File: config.mk
export PLATFORM = sky130hd
export DESIGN_NAME = rvm_operand_fetch
export DESIGN_NICKNAME = d
export VERILOG_FILES = /design/src/rtl/rvm_operand_fetch.sv
export SDC_FILE = /design/constraint.sdc
export NUM_CORES = 1
export LEC_CHECK = 0
export ABC_CLOCK_PERIOD_IN_PS = 2100
export CORE_MARGIN = 5
export CORE_UTILIZATION = 42
export CTS_BUF_LIST = sky130_fd_sc_hd__clkbuf_4
export DETAILED_ROUTE_END_ITERATION = 16
export GPL_ROUTABILITY_DRIVEN = 0
export HOLD_SLACK_MARGIN = 0.03
export PLACE_DENSITY = 0.85
export SYNTH_ARGS = -nofsm -noshare
export SYNTH_HDL_FRONTEND = slang
export SYNTH_SLANG_ARGS = --single-unit
export TNS_END_PERCENT = 30
File: constraint.sdc
create_clock -name clk -period 2.1 [get_ports clk]
set_input_delay 0.21 -clock clk [delete_from_list [all_inputs] [get_ports clk]]
set_output_delay 0.21 -clock clk [all_outputs]
set_load 0.02 [all_outputs]
File: src/rtl/rvm_operand_fetch.sv
// rvm_operand_fetch: multi-cycle operand staging in front of the 32-bit add/sub unit.
// Fetches up to two source registers through one synchronous RF read port, substitutes
// PC/immediate operands where selected, and presents a registered lhs/rhs/op triple.
// Optional macro RVM_OPFETCH_BYPASS_EN: forward matching writeback data into operands.
module rvm_operand_fetch #(
  parameter int unsigned XLEN  = 32,
  parameter int unsigned RF_AW = 5
) (
  input  logic             clk,
  input  logic             reset,
  input  logic             flush,
  input  logic             req_valid,
  output logic             req_ready,
  input  logic [RF_AW-1:0] req_rs1,
  input  logic [RF_AW-1:0] req_rs2,
  input  logic             req_lhs_sel,
  input  logic             req_rhs_sel,
  input  logic [XLEN-1:0]  req_pc,
  input  logic [XLEN-1:0]  req_imm,
  input  logic [2:0]       req_op,
  output logic             rf_ren,
  output logic [RF_AW-1:0] rf_addr,
  input  logic [XLEN-1:0]  rf_rdata,
  input  logic             wb_en,
  input  logic [RF_AW-1:0] wb_addr,
  input  logic [XLEN-1:0]  wb_data,
  output logic             out_valid,
  input  logic             out_ready,
  output logic [XLEN-1:0]  out_lhs,
  output logic [XLEN-1:0]  out_rhs,
  output logic [2:0]       out_op
);

  localparam logic [2:0] RVM_ARITH_NOP = 3'd0;

  localparam logic [2:0] ST_IDLE  = 3'd0;
  localparam logic [2:0] ST_RD1   = 3'd1;
  localparam logic [2:0] ST_RD2   = 3'd2;
  localparam logic [2:0] ST_CAP2  = 3'd3;
  localparam logic [2:0] ST_ISSUE = 3'd4;

  logic [2:0]       state_q, state_d;
  logic [RF_AW-1:0] rs1_q, rs1_d, rs2_q, rs2_d;
  logic             need1_q, need1_d, need2_q, need2_d;
  logic [2:0]       op_q, op_d;
  logic [XLEN-1:0]  lhs_q, lhs_d, rhs_q, rhs_d;

  // Value to capture for each source: register read data, or a matching writeback.
  logic             hit1, hit2;
  logic [XLEN-1:0]  cap1, cap2;

`ifdef RVM_OPFETCH_BYPASS_EN
  // Writeback forwarding; register 0 is never forwarded.
  always_comb begin
    hit1 = wb_en && (wb_addr == rs1_q) && (wb_addr != '0);
    hit2 = wb_en && (wb_addr == rs2_q) && (wb_addr != '0);
    cap1 = hit1 ? wb_data : rf_rdata;
    cap2 = hit2 ? wb_data : rf_rdata;
  end
`else
  logic wb_unused;
  assign wb_unused = ^{wb_en, wb_addr, wb_data};

  // No forwarding: captured values always come from the register file.
  always_comb begin
    hit1 = 1'b0;
    hit2 = 1'b0;
    cap1 = rf_rdata;
    cap2 = rf_rdata;
  end
`endif

  assign req_ready = (state_q == ST_IDLE) && !flush && !reset;
  assign out_valid = (state_q == ST_ISSUE);
  assign out_op    = out_valid ? op_q : RVM_ARITH_NOP;
  assign out_lhs   = lhs_q;
  assign out_rhs   = rhs_q;

  // Next-state, operand capture and register-file read control.
  always_comb begin
    state_d = state_q;
    rs1_d   = rs1_q;
    rs2_d   = rs2_q;
    need1_d = need1_q;
    need2_d = need2_q;
    op_d    = op_q;
    lhs_d   = lhs_q;
    rhs_d   = rhs_q;
    rf_ren  = 1'b0;
    rf_addr = '0;
    unique case (state_q)
      ST_IDLE: begin
        if (req_valid && req_ready) begin
          rs1_d   = req_rs1;
          rs2_d   = req_rs2;
          op_d    = req_op;
          need1_d = !req_lhs_sel && (req_rs1 != '0);
          need2_d = !req_rhs_sel && (req_rs2 != '0);
          // Register operands are overwritten later; x0 stays zero.
          lhs_d   = req_lhs_sel ? req_pc : '0;
          rhs_d   = req_rhs_sel ? req_imm : '0;
          if (need1_d) begin
            state_d = ST_RD1;
          end else if (need2_d) begin
            state_d = ST_RD2;
          end else begin
            state_d = ST_ISSUE;
          end
        end
      end
      ST_RD1: begin
        rf_ren  = 1'b1;
        rf_addr = rs1_q;
        state_d = ST_RD2;
      end
      ST_RD2: begin
        // RD2 is only reached from RD1 when rs1 was read.
        if (need1_q) begin
          lhs_d = cap1;
        end
        if (need2_q) begin
          rf_ren  = 1'b1;
          rf_addr = rs2_q;
          state_d = ST_CAP2;
        end else begin
          state_d = ST_ISSUE;
        end
      end
      ST_CAP2: begin
        rhs_d   = cap2;
        state_d = ST_ISSUE;
      end
      ST_ISSUE: begin
        if (need1_q && hit1) begin
          lhs_d = cap1;
        end
        if (need2_q && hit2) begin
          rhs_d = cap2;
        end
        if (out_ready) begin
          state_d = ST_IDLE;
        end
      end
      default: state_d = ST_IDLE;
    endcase
    if (flush) begin
      state_d = ST_IDLE;
    end
  end

  // State and operand registers with synchronous reset.
  always_ff @(posedge clk) begin
    if (reset) begin
      state_q <= ST_IDLE;
      rs1_q   <= '0;
      rs2_q   <= '0;
      need1_q <= 1'b0;
      need2_q <= 1'b0;
      op_q    <= RVM_ARITH_NOP;
      lhs_q   <= '0;
      rhs_q   <= '0;
    end else begin
      state_q <= state_d;
      rs1_q   <= rs1_d;
      rs2_q   <= rs2_d;
      need1_q <= need1_d;
      need2_q <= need2_d;
      op_q    <= op_d;
      lhs_q   <= lhs_d;
      rhs_q   <= rhs_d;
    end
  end

endmodule

==> summary.log <==
INFO  clocking       clock_insertion_delay_worst_skew=0.41ns
INFO  cells_and_area finish.instance_area=5920µm²
INFO  route          vias=4,352
INFO  yosys          synth_cell_types=33
INFO  sta            rsz_0062_raised_after_global_routing=false
INFO  global_route   antenna_found_initial=0
INFO  clocking       cts.sink_count=82
INFO  sta            fin_skew=0.0221ns
INFO  power_and_ir_drop vdd.ir_drop.worst=358µV
INFO  place          postPlaceCellArea=5710µm²
INFO  clocking       cts_buffer_depth=2
INFO  hold_path      hold_path_startpoint=reset
INFO  sta            worst_slew_margin_rel=70.1%
INFO  setup_path     crit_arrival=1.71ns
INFO  power_and_ir_drop power_switching=0.903mW
INFO  hold_path      min_to=state_q[2]$_SDFFE_PP0P_
INFO  route          wl=13,600µm
INFO  sta            fin_crit_sh=91.6%
INFO  yosys          synth-simple-area-share=29.8%
INFO  setup_path     worst_ep_required_time=1.89ns
INFO  cells_and_area final_layout_size_suffix_gt1_share=7.13%
INFO  setup_path     r2r_end=out_rhs[25]$_SDFFE_PP0P_
INFO  place          preCtsSetupSlack=0.0812ns
INFO  yosys          synth_top_family_by_area=simple AND/OR/NAND/NOR gates
INFO  sta            worst_pin_slew=0.448ns
INFO  cells_and_area most_frequent_cells_in_the_layout=178 x sky130_fd_sc_hd__clkdlybuf4s50_1, 96 x sky130_fd_sc_hd__nand2_1, 81 x sky130_fd_sc_hd__dfxtp_1
INFO  global_route   grt_first_pass_wirelength=21,700µm
INFO  hold_path      hold_class=input port to flip-flop
INFO  route          number_of_design_rule_violations_left_after_detail_routing=0
INFO  sta            maxClockFrequency=0.520GHz
INFO  route          route.detailed.vias_per_inst=5.67
INFO  cells_and_area final_net_count=808
INFO  yosys          synthesis.area_per_instance=7.79µm²
INFO  power_and_ir_drop comb_power_share=19.1%
INFO  power_and_ir_drop cellPowerDensity=591nW/µm²
INFO  setup_path     worst-r2r-cell-count=5
INFO  sta            final_period_minus_worst_setup_slack=1.92ns
INFO  sta            final_slew_viol_count=0
INFO  place          place.port_buffers=190
INFO  setup_path     timing.critical_path.fanout_max=7
INFO  sta            totalNegativeSetupSlack=0ns
INFO  sta            timing.final.hold_violations=0
INFO  floorplan      die_h=105µm
INFO  power_and_ir_drop internal_power=2.60mW
INFO  yosys          register_bit_total_from_synthesis=82
INFO  status         run_status=complete, no violations
INFO  clocking       clk_pin_slew=0.14ns
INFO  floorplan      die_area=11,000µm²
INFO  cells_and_area final_core_utilization=67.5%
INFO  cells_and_area fillers=728
INFO  sta            timing.final.setup_violations=0
INFO  power_and_ir_drop static-leakage-power=2.12nW
INFO  place          dp_hpwl=9910µm
INFO  global_route   global_route.usage.total=23.8%
INFO  sta            setup_slack=0.176ns
INFO  floorplan      width_of_the_die=105µm
INFO  floorplan      initial_core_utilization=43.2%
INFO  global_route   overflow=0
INFO  setup_path     worstSetupPathType=flip-flop to output pin
INFO  floorplan      pin_count=229
INFO  yosys          syn_inst=486
INFO  setup_path     cp_capture_type=output pin
INFO  power_and_ir_drop power_frac_clock=33.8%
INFO  global_route   grt_max_degree=44
INFO  clocking       clock_tree_from_tritoncts=built
INFO  floorplan      floorplan.core_area=8760µm²
INFO  clocking       ctsHtreeMaxLevel=3
INFO  yosys          synth.yosys.warnings=0
INFO  global_route   first_global_vias=4,318
INFO  cells_and_area areaGrowthSynthToFinish=56.3%
INFO  clocking       cts-buffers-inserted=9
INFO  yosys          synth-xor-area-share=0%
INFO  cells_and_area n_antenna_cell=0
INFO  route          drt_pre_antenna_iters=4
INFO  yosys          cell_area_after_synthesis=3790µm²
INFO  cells_and_area layout.cells.most_common=sky130_fd_sc_hd__clkdlybuf4s50_1
INFO  floorplan      number_of_rows_created_at_floorplan=34
INFO  hold_path      hold_path_depth=3
INFO  cells_and_area area_of_the_multi_input_gates=1870µm²
INFO  clocking       root_buffer_cell=sky130_fd_sc_hd__clkbuf_4
INFO  cells_and_area regArea=1640µm²
INFO  yosys          yosys.area_share.adder=0%
INFO  setup_path     critPathLaunchType=flip-flop
INFO  yosys          synth_compound_area_share=19.0%
INFO  yosys          ys_seq_area_share=43.3%
INFO  power_and_ir_drop p_sw_share=25.8%
INFO  power_and_ir_drop power.share.sequential=47.1%
INFO  setup_path     r2r-start=state_q[2]$_SDFFE_PP0P_
INFO  route          initialDrtViolationCount=200
INFO  route          routed_wire_length_per_instance=17.8µm
INFO  flow_run       maxCapViolations=0
INFO  yosys          muxShareOfSynthArea=0.264%
INFO  clocking       postCtsSetupBuffers=0
INFO  setup_path     timing.reg2reg.setup_slack=0.19ns
INFO  route          final_antenna_net_count=0
INFO  yosys          mappedNetlistNets=640
## state kept, by name (all words and copies together) (netlist names)
signal,cells
rs2_q,5
state_q,3
need2_q,1
need1_q,1
op_q,3
rs1_q,5
out_rhs,32
out_lhs,32
## final cells by class
type | instances | area share, %
Multi-Input combinational cell | 350 | 31.6
Inverter | 1 | 0.0634
Clock buffer | 10 | 1.27
Tap cell | 108 | 2.28
Clock inverter | 6 | 1.95
Timing Repair Buffer | 210 | 35.0
Sequential cell | 82 | 27.8
## power groups by stage
stage	clock network (mW)	logic (mW)	registers, mW
floorplan	0	0.219	1.74
global placement	0	0.657	1.68
detailed placement	0	0.667	1.68
CTS	1.21	0.670	1.65
global route	1.28	0.713	1.66
finish	1.18	0.669	1.65
## cells by family after synthesis
kind of cell / Yosys count
DFF: 82
muxes: 1
buffers and inverters: 54
AOI/OAI and AO/OA: 90
and+or+nand+nor: 259
## through the flow
stage	instances	total power [mW]	hold WS, ns
after global placement	751	2.34	0.440
after floorplan	486	1.96	0.346
after CTS	767	3.52	0.0846
after global routing	767	3.65	0.0891
final	767	3.50	0.116
after detailed placement	751	2.35	0.448
## worst max path at each step
stage | from | endpoint | slack [ns] | depth (start not counted)
after floorplan | state_q[1]$_SDFFE_PP0P_ | req_ready | 0.60 | 3
after global placement | state_q[0]$_SDFFE_PP0P_ | rf_addr[0] | 0.19 | 4
after detailed placement | flush | out_rhs[25]$_SDFFE_PP0P_ | 0.08 | 5
after CTS | state_q[2]$_SDFFE_PP0P_ | out_op[2] | 0.05 | 3
after global routing | state_q[0]$_SDFFE_PP0P_ | rf_addr[1] | 0.03 | 4
final | state_q[0]$_SDFFE_PP0P_ | rf_addr[1] | 0.18 | 4
## critical path, cell delays in order (launching register included)
cell and delay, ns:
sky130_fd_sc_hd__dfxtp_1 0.45, sky130_fd_sc_hd__nor2b_4 0.26, sky130_fd_sc_hd__a22oi_1 0.12, sky130_fd_sc_hd__nor2_1 0.12
sky130_fd_sc_hd__dlygate4sd2_1 0.35
## metal layers
layer	vias up	GRT usage, %	wire [µm]
li1	2071	-	-
met3	18	6.84	1230
met1	2075	28.6	5460
met2	188	40.8	6740
met5	-	0	0
met4	0	7.85	211
## synthesized netlist by cell type (all sizes together)
master	instances	area share (%)
a21oi	17	2.2
a22oi	5	0.99
a311oi	64	15
a31o	1	0.23
and2	1	0.17
and3	4	0.79
and3b	1	0.23
buf	27	5.0
clkbuf	26	2.6
dfxtp	82	43
inv	1	0.099
mux2i	1	0.26
nand2	96	9.5
nand3	65	8.6
nand3b	1	0.20
nor2	77	7.7
nor2b	2	0.33
nor3	6	1.1
nor3b	2	0.40
nor4	1	0.17
nor4bb	1	0.26
o21ba	1	0.26
o22ai	1	0.17
o311a	1	0.26
or3	1	0.17
or4	1	0.20
## repair_timing
item / 4_1_cts / 5_1_grt
resized for setup: 12 / 4
hold buffers: 0 / 0
endpoints found under the setup margin: 10 / 4
Power figures use the tool's default switching activity.
